## config.mk

```make
export PLATFORM = sky130hd
export DESIGN_NAME = cy_stream_packer
export DESIGN_NICKNAME = d
export VERILOG_FILES = /design/src/rtl/cy_stream_packer_pkg.sv /design/src/rtl/cy_idle_timer.sv /design/src/rtl/cy_stream_packer.sv
export SDC_FILE = /design/constraint.sdc
export NUM_CORES = 1
export LEC_CHECK = 0
export CAP_MARGIN = 20
export CORE_MARGIN = 2
export CORE_UTILIZATION = 45
export CTS_CLUSTER_DIAMETER = 120
export DETAILED_ROUTE_END_ITERATION = 8
export PLACE_DENSITY = 0.72
export SLEW_MARGIN = 20
export SYNTH_ARGS = -nofsm -noshare
export SYNTH_HDL_FRONTEND = slang
export SYNTH_SLANG_ARGS = --single-unit
```

## constraint.sdc

```tcl
create_clock -name i_clk -period 1.5 [get_ports i_clk]
set_input_delay 0.375 -clock i_clk [delete_from_list [all_inputs] [get_ports i_clk]]
set_output_delay 0.375 -clock i_clk [all_outputs]
set_load 0.01 [all_outputs]
```

## src/rtl/cy_stream_packer_pkg.sv

```systemverilog
// Shared helpers for the stream packer: counter width and keep-lane decode.
// Imported by cy_stream_packer and cy_idle_timer.
package cy_stream_packer_pkg;

    // Counter width for values 0..value-1, never narrower than one bit.
    function automatic int cy_clog2(input int value);
        return (value <= 2) ? 1 : $clog2(value);
    endfunction

    // Keep-mask construction: lane is kept when it is one of the lowest 'lanes'.
    function automatic logic lane_kept(input int lane, input int lanes);
        return (lane < lanes);
    endfunction

endpackage

```

## src/rtl/cy_idle_timer.sv

```systemverilog
// Saturating idle counter: counts enabled cycles since the last clear and
// flags expiry on the TIMEOUT-th consecutive enabled cycle.
module cy_idle_timer
    import cy_stream_packer_pkg::*;
#(
    parameter int TIMEOUT = 16
) (
    input  logic i_clk,
    input  logic i_reset_n,
    input  logic i_clear,
    input  logic i_en,
    output logic o_expire
);

    localparam int TW = cy_clog2(TIMEOUT);
    localparam logic [TW-1:0] LAST_COUNT = TW'(TIMEOUT - 1);

    logic [TW-1:0] r_count;

    // NOTE: sequential state is updated with non-blocking assignments only,
    // so every flop samples the pre-edge value of every other flop.
    always_ff @(posedge i_clk) begin
        if (!i_reset_n) begin
            r_count <= '0;
        end else if (i_clear) begin
            r_count <= '0;
        end else if (i_en && (r_count != LAST_COUNT)) begin
            r_count <= r_count + TW'(1);
        end
    end

    // Expiry is held while enabled, so a flush blocked by back-pressure waits.
    assign o_expire = i_en && (r_count == LAST_COUNT);

endmodule

```

## src/rtl/cy_stream_packer.sv

```systemverilog
// Packs RATIO consecutive DW-bit beats into one registered DW*RATIO word with
// per-lane keep; i_last closes a word early. Idle auto-flush: CY_PACK_TIMEOUT_EN.
module cy_stream_packer
    import cy_stream_packer_pkg::*;
#(
    parameter int DW      = 8,
    parameter int RATIO   = 4,
    parameter int TIMEOUT = 16
) (
    input  logic                  i_clk,
    input  logic                  i_reset_n,
    input  logic                  i_valid,
    output logic                  o_ready,
    input  logic [DW-1:0]         i_data,
    input  logic                  i_last,
    output logic                  o_valid,
    input  logic                  i_ready,
    output logic [DW*RATIO-1:0]   o_data,
    output logic [RATIO-1:0]      o_keep,
    output logic                  o_last
);

    localparam int WW = DW * RATIO;
    localparam int CW = cy_clog2(RATIO);
    localparam logic [CW-1:0] LAST_LANE = CW'(RATIO - 1);

    if (RATIO < 1 || TIMEOUT < 1) begin : g_bad_param
        $error("cy_stream_packer: RATIO and TIMEOUT must be >= 1");
    end

    logic [CW-1:0]    r_cnt;
    logic [WW-1:0]    r_acc;
    logic [WW-1:0]    r_data;
    logic [RATIO-1:0] r_keep;
    logic             r_valid;
    logic             r_last;

    logic             w_accept;
    logic             w_close;
    logic             w_flush;
    logic [WW-1:0]    w_merged;
    logic [RATIO-1:0] w_keep_close;
    logic [RATIO-1:0] w_keep_flush;

    assign o_ready  = !r_valid || i_ready;
    assign w_accept = i_valid && o_ready;
    assign w_close  = w_accept && (i_last || (r_cnt == LAST_LANE));

    // Lanes above r_cnt are always zero in r_acc, so a closing merge zero-fills.
    // NOTE: every always_comb output gets a default before any conditional
    // update, which rules out inferred latches.
    always_comb begin
        w_merged     = r_acc;
        w_keep_close = '0;
        w_keep_flush = '0;
        for (int k = 0; k < RATIO; k++) begin
            if (CW'(k) == r_cnt) begin
                w_merged[k*DW +: DW] = i_data;
            end
            w_keep_close[k] = lane_kept(k, int'(r_cnt) + 1);
            w_keep_flush[k] = lane_kept(k, int'(r_cnt));
        end
    end

`ifdef CY_PACK_TIMEOUT_EN
    logic w_idle_en;
    logic w_expire;

    assign w_idle_en = (r_cnt != '0) && !w_accept;

    cy_idle_timer #(
        .TIMEOUT (TIMEOUT)
    ) u_idle_timer (
        .i_clk     (i_clk),
        .i_reset_n (i_reset_n),
        .i_clear   (w_accept || w_flush),
        .i_en      (w_idle_en),
        .o_expire  (w_expire)
    );

    assign w_flush = w_expire && o_ready;
`else
    assign w_flush = 1'b0;
`endif

    // NOTE: the accumulator and output word are reset together with the
    // control flops, so no stale lane can leak into the first word after reset.
    always_ff @(posedge i_clk) begin
        if (!i_reset_n) begin
            r_cnt   <= '0;
            r_acc   <= '0;
            r_data  <= '0;
            r_keep  <= '0;
            r_valid <= 1'b0;
            r_last  <= 1'b0;
        end else begin
            if (r_valid && i_ready) begin
                r_valid <= 1'b0;
            end
            if (w_close) begin
                r_data  <= w_merged;
                r_keep  <= w_keep_close;
                r_last  <= i_last;
                r_valid <= 1'b1;
                r_acc   <= '0;
                r_cnt   <= '0;
            end else if (w_accept) begin
                r_acc <= w_merged;
                r_cnt <= r_cnt + CW'(1);
            end else if (w_flush) begin
                r_data  <= r_acc;
                r_keep  <= w_keep_flush;
                r_last  <= 1'b0;
                r_valid <= 1'b1;
                r_acc   <= '0;
                r_cnt   <= '0;
            end
        end
    end

    assign o_valid = r_valid;
    assign o_data  = r_data;
    assign o_keep  = r_keep;
    assign o_last  = r_last;

endmodule

```

-- Yosys cells after proc, flatten, opt, wreduce, memory -nomap -nowiden
Index checks and enable logic that the tools add are counted.
- output and inout port bits: 39
- input bits: 13
- word-level logic and storage cells: 32
- register bits after elaboration: 72
- muxes and demuxes: 6
- reductions and logical operators: 9
- eq/ne operators: 4
- order comparisons: 4
- bitwise logic cells: 1
- add/subtract/negate cells: 2
- operators with widths (cell ; count):
    less-than comparator 1 x 32 -> 1 bit (first input constant) ; 1
    less-than comparator 2 x 32 -> 1 bit (first input constant) ; 1
    less-than comparator 3 x 32 -> 1 bit (first input constant) ; 1
    two-way mux 8 bit ; 4
    == test 2 bit (first input constant) ; 2
    adder 2 x 1 -> 3 bit (second input constant) ; 1
    logical AND 1 bit ; 3
    less-than comparator 2 x 3 -> 1 bit (first input constant) ; 1
    adder 2 x 1 -> 2 bit (second input constant) ; 1
    == test 1 x 2 -> 1 bit (first input constant) ; 1
    == test 2 bit (second input constant) ; 1
    logical NOT 2 bit ; 1
    logical OR 1 bit ; 2
    two-way mux 1 bit ; 2
    nonzero test 2 bit ; 1
    OR reduction 2 bit ; 1
    logical NOT 1 bit ; 1
    NOT 1 bit ; 1

-- Logic depth before layout (Yosys ltp)
- depth after elaboration: 5
- gate-level depth with buffers: 7
- mapped depth without buffers: 5

-- Worst setup path before layout
No wires, ideal clock.
- path type: reg2reg
- from: register r_cnt[0]
- to: register r_acc[25]
- setup slack: 0.028 ns
- arrival: 1.356 ns
- stages on the path, launching flop included: 7
- path buffers: 2
- setup time: 0.116 ns
- period minus slack after synthesis: 1.472 ns
- cell sequence: dfxtp_1 > ha_1 > nor2_1 > or3_1 > buf_2 > buf_6 > and3_1
- cells in the longest elaborated chain, start to end: 4
- elaborated cells between the ends (all ways): 6
- those cells by class: eq/ne: 2; mux: 1; reduce/logical: 3
- RTL lines (element ; RTL line ; RTL):
    start: declaration ; cy_stream_packer.sv:31 ; logic [CW-1:0] r_cnt;
    start signal: assignment ; cy_stream_packer.sv:109 ; r_cnt <= r_cnt + CW'(1);
    == test 2 bit ; cy_stream_packer.sv:47, cy_stream_packer.sv:57 ;
    logical OR 1 bit ; cy_stream_packer.sv:47 ; assign w_close = w_accept && (i_last || (r_cnt == LAST_LANE));
    logical AND 1 bit ; cy_stream_packer.sv:47 ;
    OR reduction 2 bit (no line) ; n/a ;
    end signal: assignment ; cy_stream_packer.sv:108 ; r_acc <= w_merged;
    end: declaration ; cy_stream_packer.sv:32 ; logic [WW-1:0] r_acc;
Parallel ways exist; a longest one is shown, timed or not.
A chain may end at the register's enable or synchronous reset.

-- Worst setup path in the final report
- from: input port i_last
- to: register r_data[9] (netlist: o_data[9])
- cells in the longest elaborated chain, start to end: 2
- RTL lines (element ; RTL line ; RTL):
    start: declaration ; cy_stream_packer.sv:15 ; input logic i_last,
    logical OR 1 bit ; cy_stream_packer.sv:47 ;
    logical AND 1 bit ; cy_stream_packer.sv:47 ;
    end signal: assignment ; cy_stream_packer.sv:101 ; r_data <= w_merged;
    end signal: assignment ; cy_stream_packer.sv:111 ; r_data <= r_acc;
    end: declaration ; cy_stream_packer.sv:33 ; logic [WW-1:0] r_data;
No other way between the ends.

==> metrics.cfg <==
[synth]
synth_cells=352
synth-adder-area-share=0.0234
syn-num-nets=371
synth_top_family_by_area=multiplexers
synth-simple-area-share=0.156
yosys_warnings=0
seq_area_frac_synth=0.448
ys_types=24
synth_top_cell_by_area=dfxtp_1
synth-seq-cells=72
synthMuxAreaShare=0.215
synth_area_leaders=dfxtp_1 45%, mux2_2 11%, mux2i_1 10%
synth_xor_area_frac=0
netlist_area_sq_um=3210
synth_area_per_cell_sq_um=9.13
synth_top_area_share=0.448
synth_compound_area_frac=0.100

[critical_path]
r2r_slack_ns=0.07
required_ns=1.74
r2r_end=o_data[23]$_SDFFE_PN0P_
cp_max_fo=13
r2r_cells=7
critPathKind=in2reg
reg2reg_from=r_cnt[0]$_SDFFE_PP0P_
crit_arrival_ns=1.68
cp-start-kind=input port
cp-end-kind=flop

[timing]
finalCritPeriodShare=0.958
maxSlewHeadroom=0.758
period_minus_slack_ns=1.44
drv_slew=0
fmax_ghz=0.696
finClkSkew_ns=0.0108
fin_tns_setup_ns=0
holdWs_ns=0.429
hold_violations=0
worstMarginPinSlew_ns=0.362
setup_violations=0

[floorplan]
io_pins=52
fp.dieH_um=88.5
die_area_sq_um=7830
initial_utilization=0.468
dieWidth_um=88.5
rows=30
core-area_sq_um=6870

[power_and_ir_drop]
p_per_area_nw_per_um2=923
leakagePower_nw=1.92
power_mw=3.88
ir_worst_vdd_mv=0.480

[drt]
antenna_left=0
drc=0
vias=2655
wl_um=7460
vias_per_cell=5.14
wl_per_cell_um=14.4
first_pass_iters=4
dr.first_iter.drc_count=116

[global_routing]
grtUsageTotal=0.211
grt-ovfl-total=0
antenna_found_initial=0
grt_pass1_vias=2564
grt_first_pass_wirelength_um=12600
grt_max_degree=48

[run_status]
status=finished, final reports clean

[clock_network]
clock_latency_ns=0.35
cts.path.max_buffers=2
cts-root-buf=clkbuf_8
clkSinkCount=72
path_clk_slew_ns=0.07
cts_buffers=9
cts_htree_levels=3
cts_tree=done

[layout]
syn_to_final_growth_pct=30.8
fillCellCount=634
regArea_sq_um=1450
postLayoutCoreUtil=0.612
fin_nets=438
multi_input_area_sq_um=1650
insertedDiodeCount=0
drive_gt1_frac=0.238

[min_path]
hold_depth=3
hp-start=i_reset_n
hold_path_end=o_data[26]$_SDFFE_PN0P_
hp-class=in2reg

[placed_design]
place.gp.congestion=0.812
dpl.hpwl_um=4860
io_buffers=51

[flow_run]
max_cap_viol_count=0

==> final cells by class <==
type / count / share of cell area
tap: 96 / 0.0286
multi-input combinational: 243 / 0.392
clock inverter: 1 / 0.00119
inverter: 8 / 0.00863
sequential: 72 / 0.344
clock buffer: 12 / 0.0369
timing repair buffer: 85 / 0.189
==> report_power, final <==
part           switching (mW)  internal [mW]
Clock                   0.686          0.662
Sequential             0.0226           1.96
Combinational           0.280          0.270
==> metrics by stage <==
stage	instances	instance area, sq um	worst slack [ns]
2_1_floorplan	352	3210	0.0283
3_3_place_gp	503	4010	-0.476
3_5_place_dp	503	4010	-0.504
4_1_cts	516	4140	0.0114
5_1_grt	517	4210	-0.00138
6_report	517	4210	0.0628
==> per-layer routing <==
layer  vias to the layer above  global-route usage  routed length (um)
li1                       1342                   -                   -
met1                      1229               0.287                3470
met2                        75               0.326                3440
met3                         9              0.0448                 429
met4                         0              0.0854                 116
met5                         -                   0                   0
==> logic make-up after synthesis <==
logic type,Yosys count
DFF,72
and+or+nand+nor,113
buffers and inverters,37
AOI/OAI and AO/OA,59
adders and majority gates,6
muxes,65
==> placed cells by master (no fill, tap or decap), drive strengths merged, types with 9 or more instances in the layout <==
cell	instances
o21ai	27
buf	36
a21oi	28
clkbuf	12
nand3	27
mux2i	33
dlygate4sd2	40
nand2	69
mux2	32
clkdlybuf4s50	9
dfxtp	72
==> timing repair <==
item	CTS	global route
hold buffers	0	0
pin swaps	0	1
setup endpoints to repair	88	51
gates resized for setup	53	23
buffers inserted	0	1
==> sequential cells by signal (all words and copies together) (netlist names) <==
| name | flops |
|---|---|
| o_data | 32 |
| r_acc | 32 |
| o_keep | 4 |
| r_cnt | 2 |
| o_valid | 1 |
| o_last | 1 |
==> cell usage after synthesis <==
master,number
dfxtp_1,72
nand2_1,69
mux2i_1,33
mux2_2,32
a21oi_1,28
nand3_1,27
o21ai_0,27
clkbuf_1,14
buf_2,10
and3_1,8
inv_1,7
ha_1,6
buf_6,4
and2_1,3
a221oi_1,2
nor3_1,2
a31o_2,1
buf_1,1
inv_2,1
nand2b_1,1
nor2_1,1
nor2b_4,1
o31ai_4,1
or3_1,1
==> worst max-delay path, cell delays in order <==
cell and delay [ns]:
clkdlybuf4s50_1 0.48, nor2_1 0.06, or3_4 0.34, buf_6 0.14, buf_12 0.15, mux2i_1 0.12
==> worst max path at each step <==
stage               cells after the start                   from                      end  slack (ns)
finish                                  6                 i_last   o_data[9]$_SDFFE_PN0P_        0.06
global route                            7  r_cnt[0]$_SDFFE_PP0P_   o_data[6]$_SDFFE_PN0P_      -0.001
CTS                                     7  r_cnt[0]$_SDFFE_PP0P_   o_data[6]$_SDFFE_PN0P_        0.01
detailed placement                      6                i_ready  o_data[19]$_SDFFE_PN0P_       -0.50
global placement                        6                i_valid  o_data[13]$_SDFFE_PN0P_       -0.48
floorplan                               6  r_cnt[0]$_SDFFE_PP0P_   r_acc[25]$_SDFFE_PP0P_        0.03
Note: power is estimated with default switching activity, not from simulation.
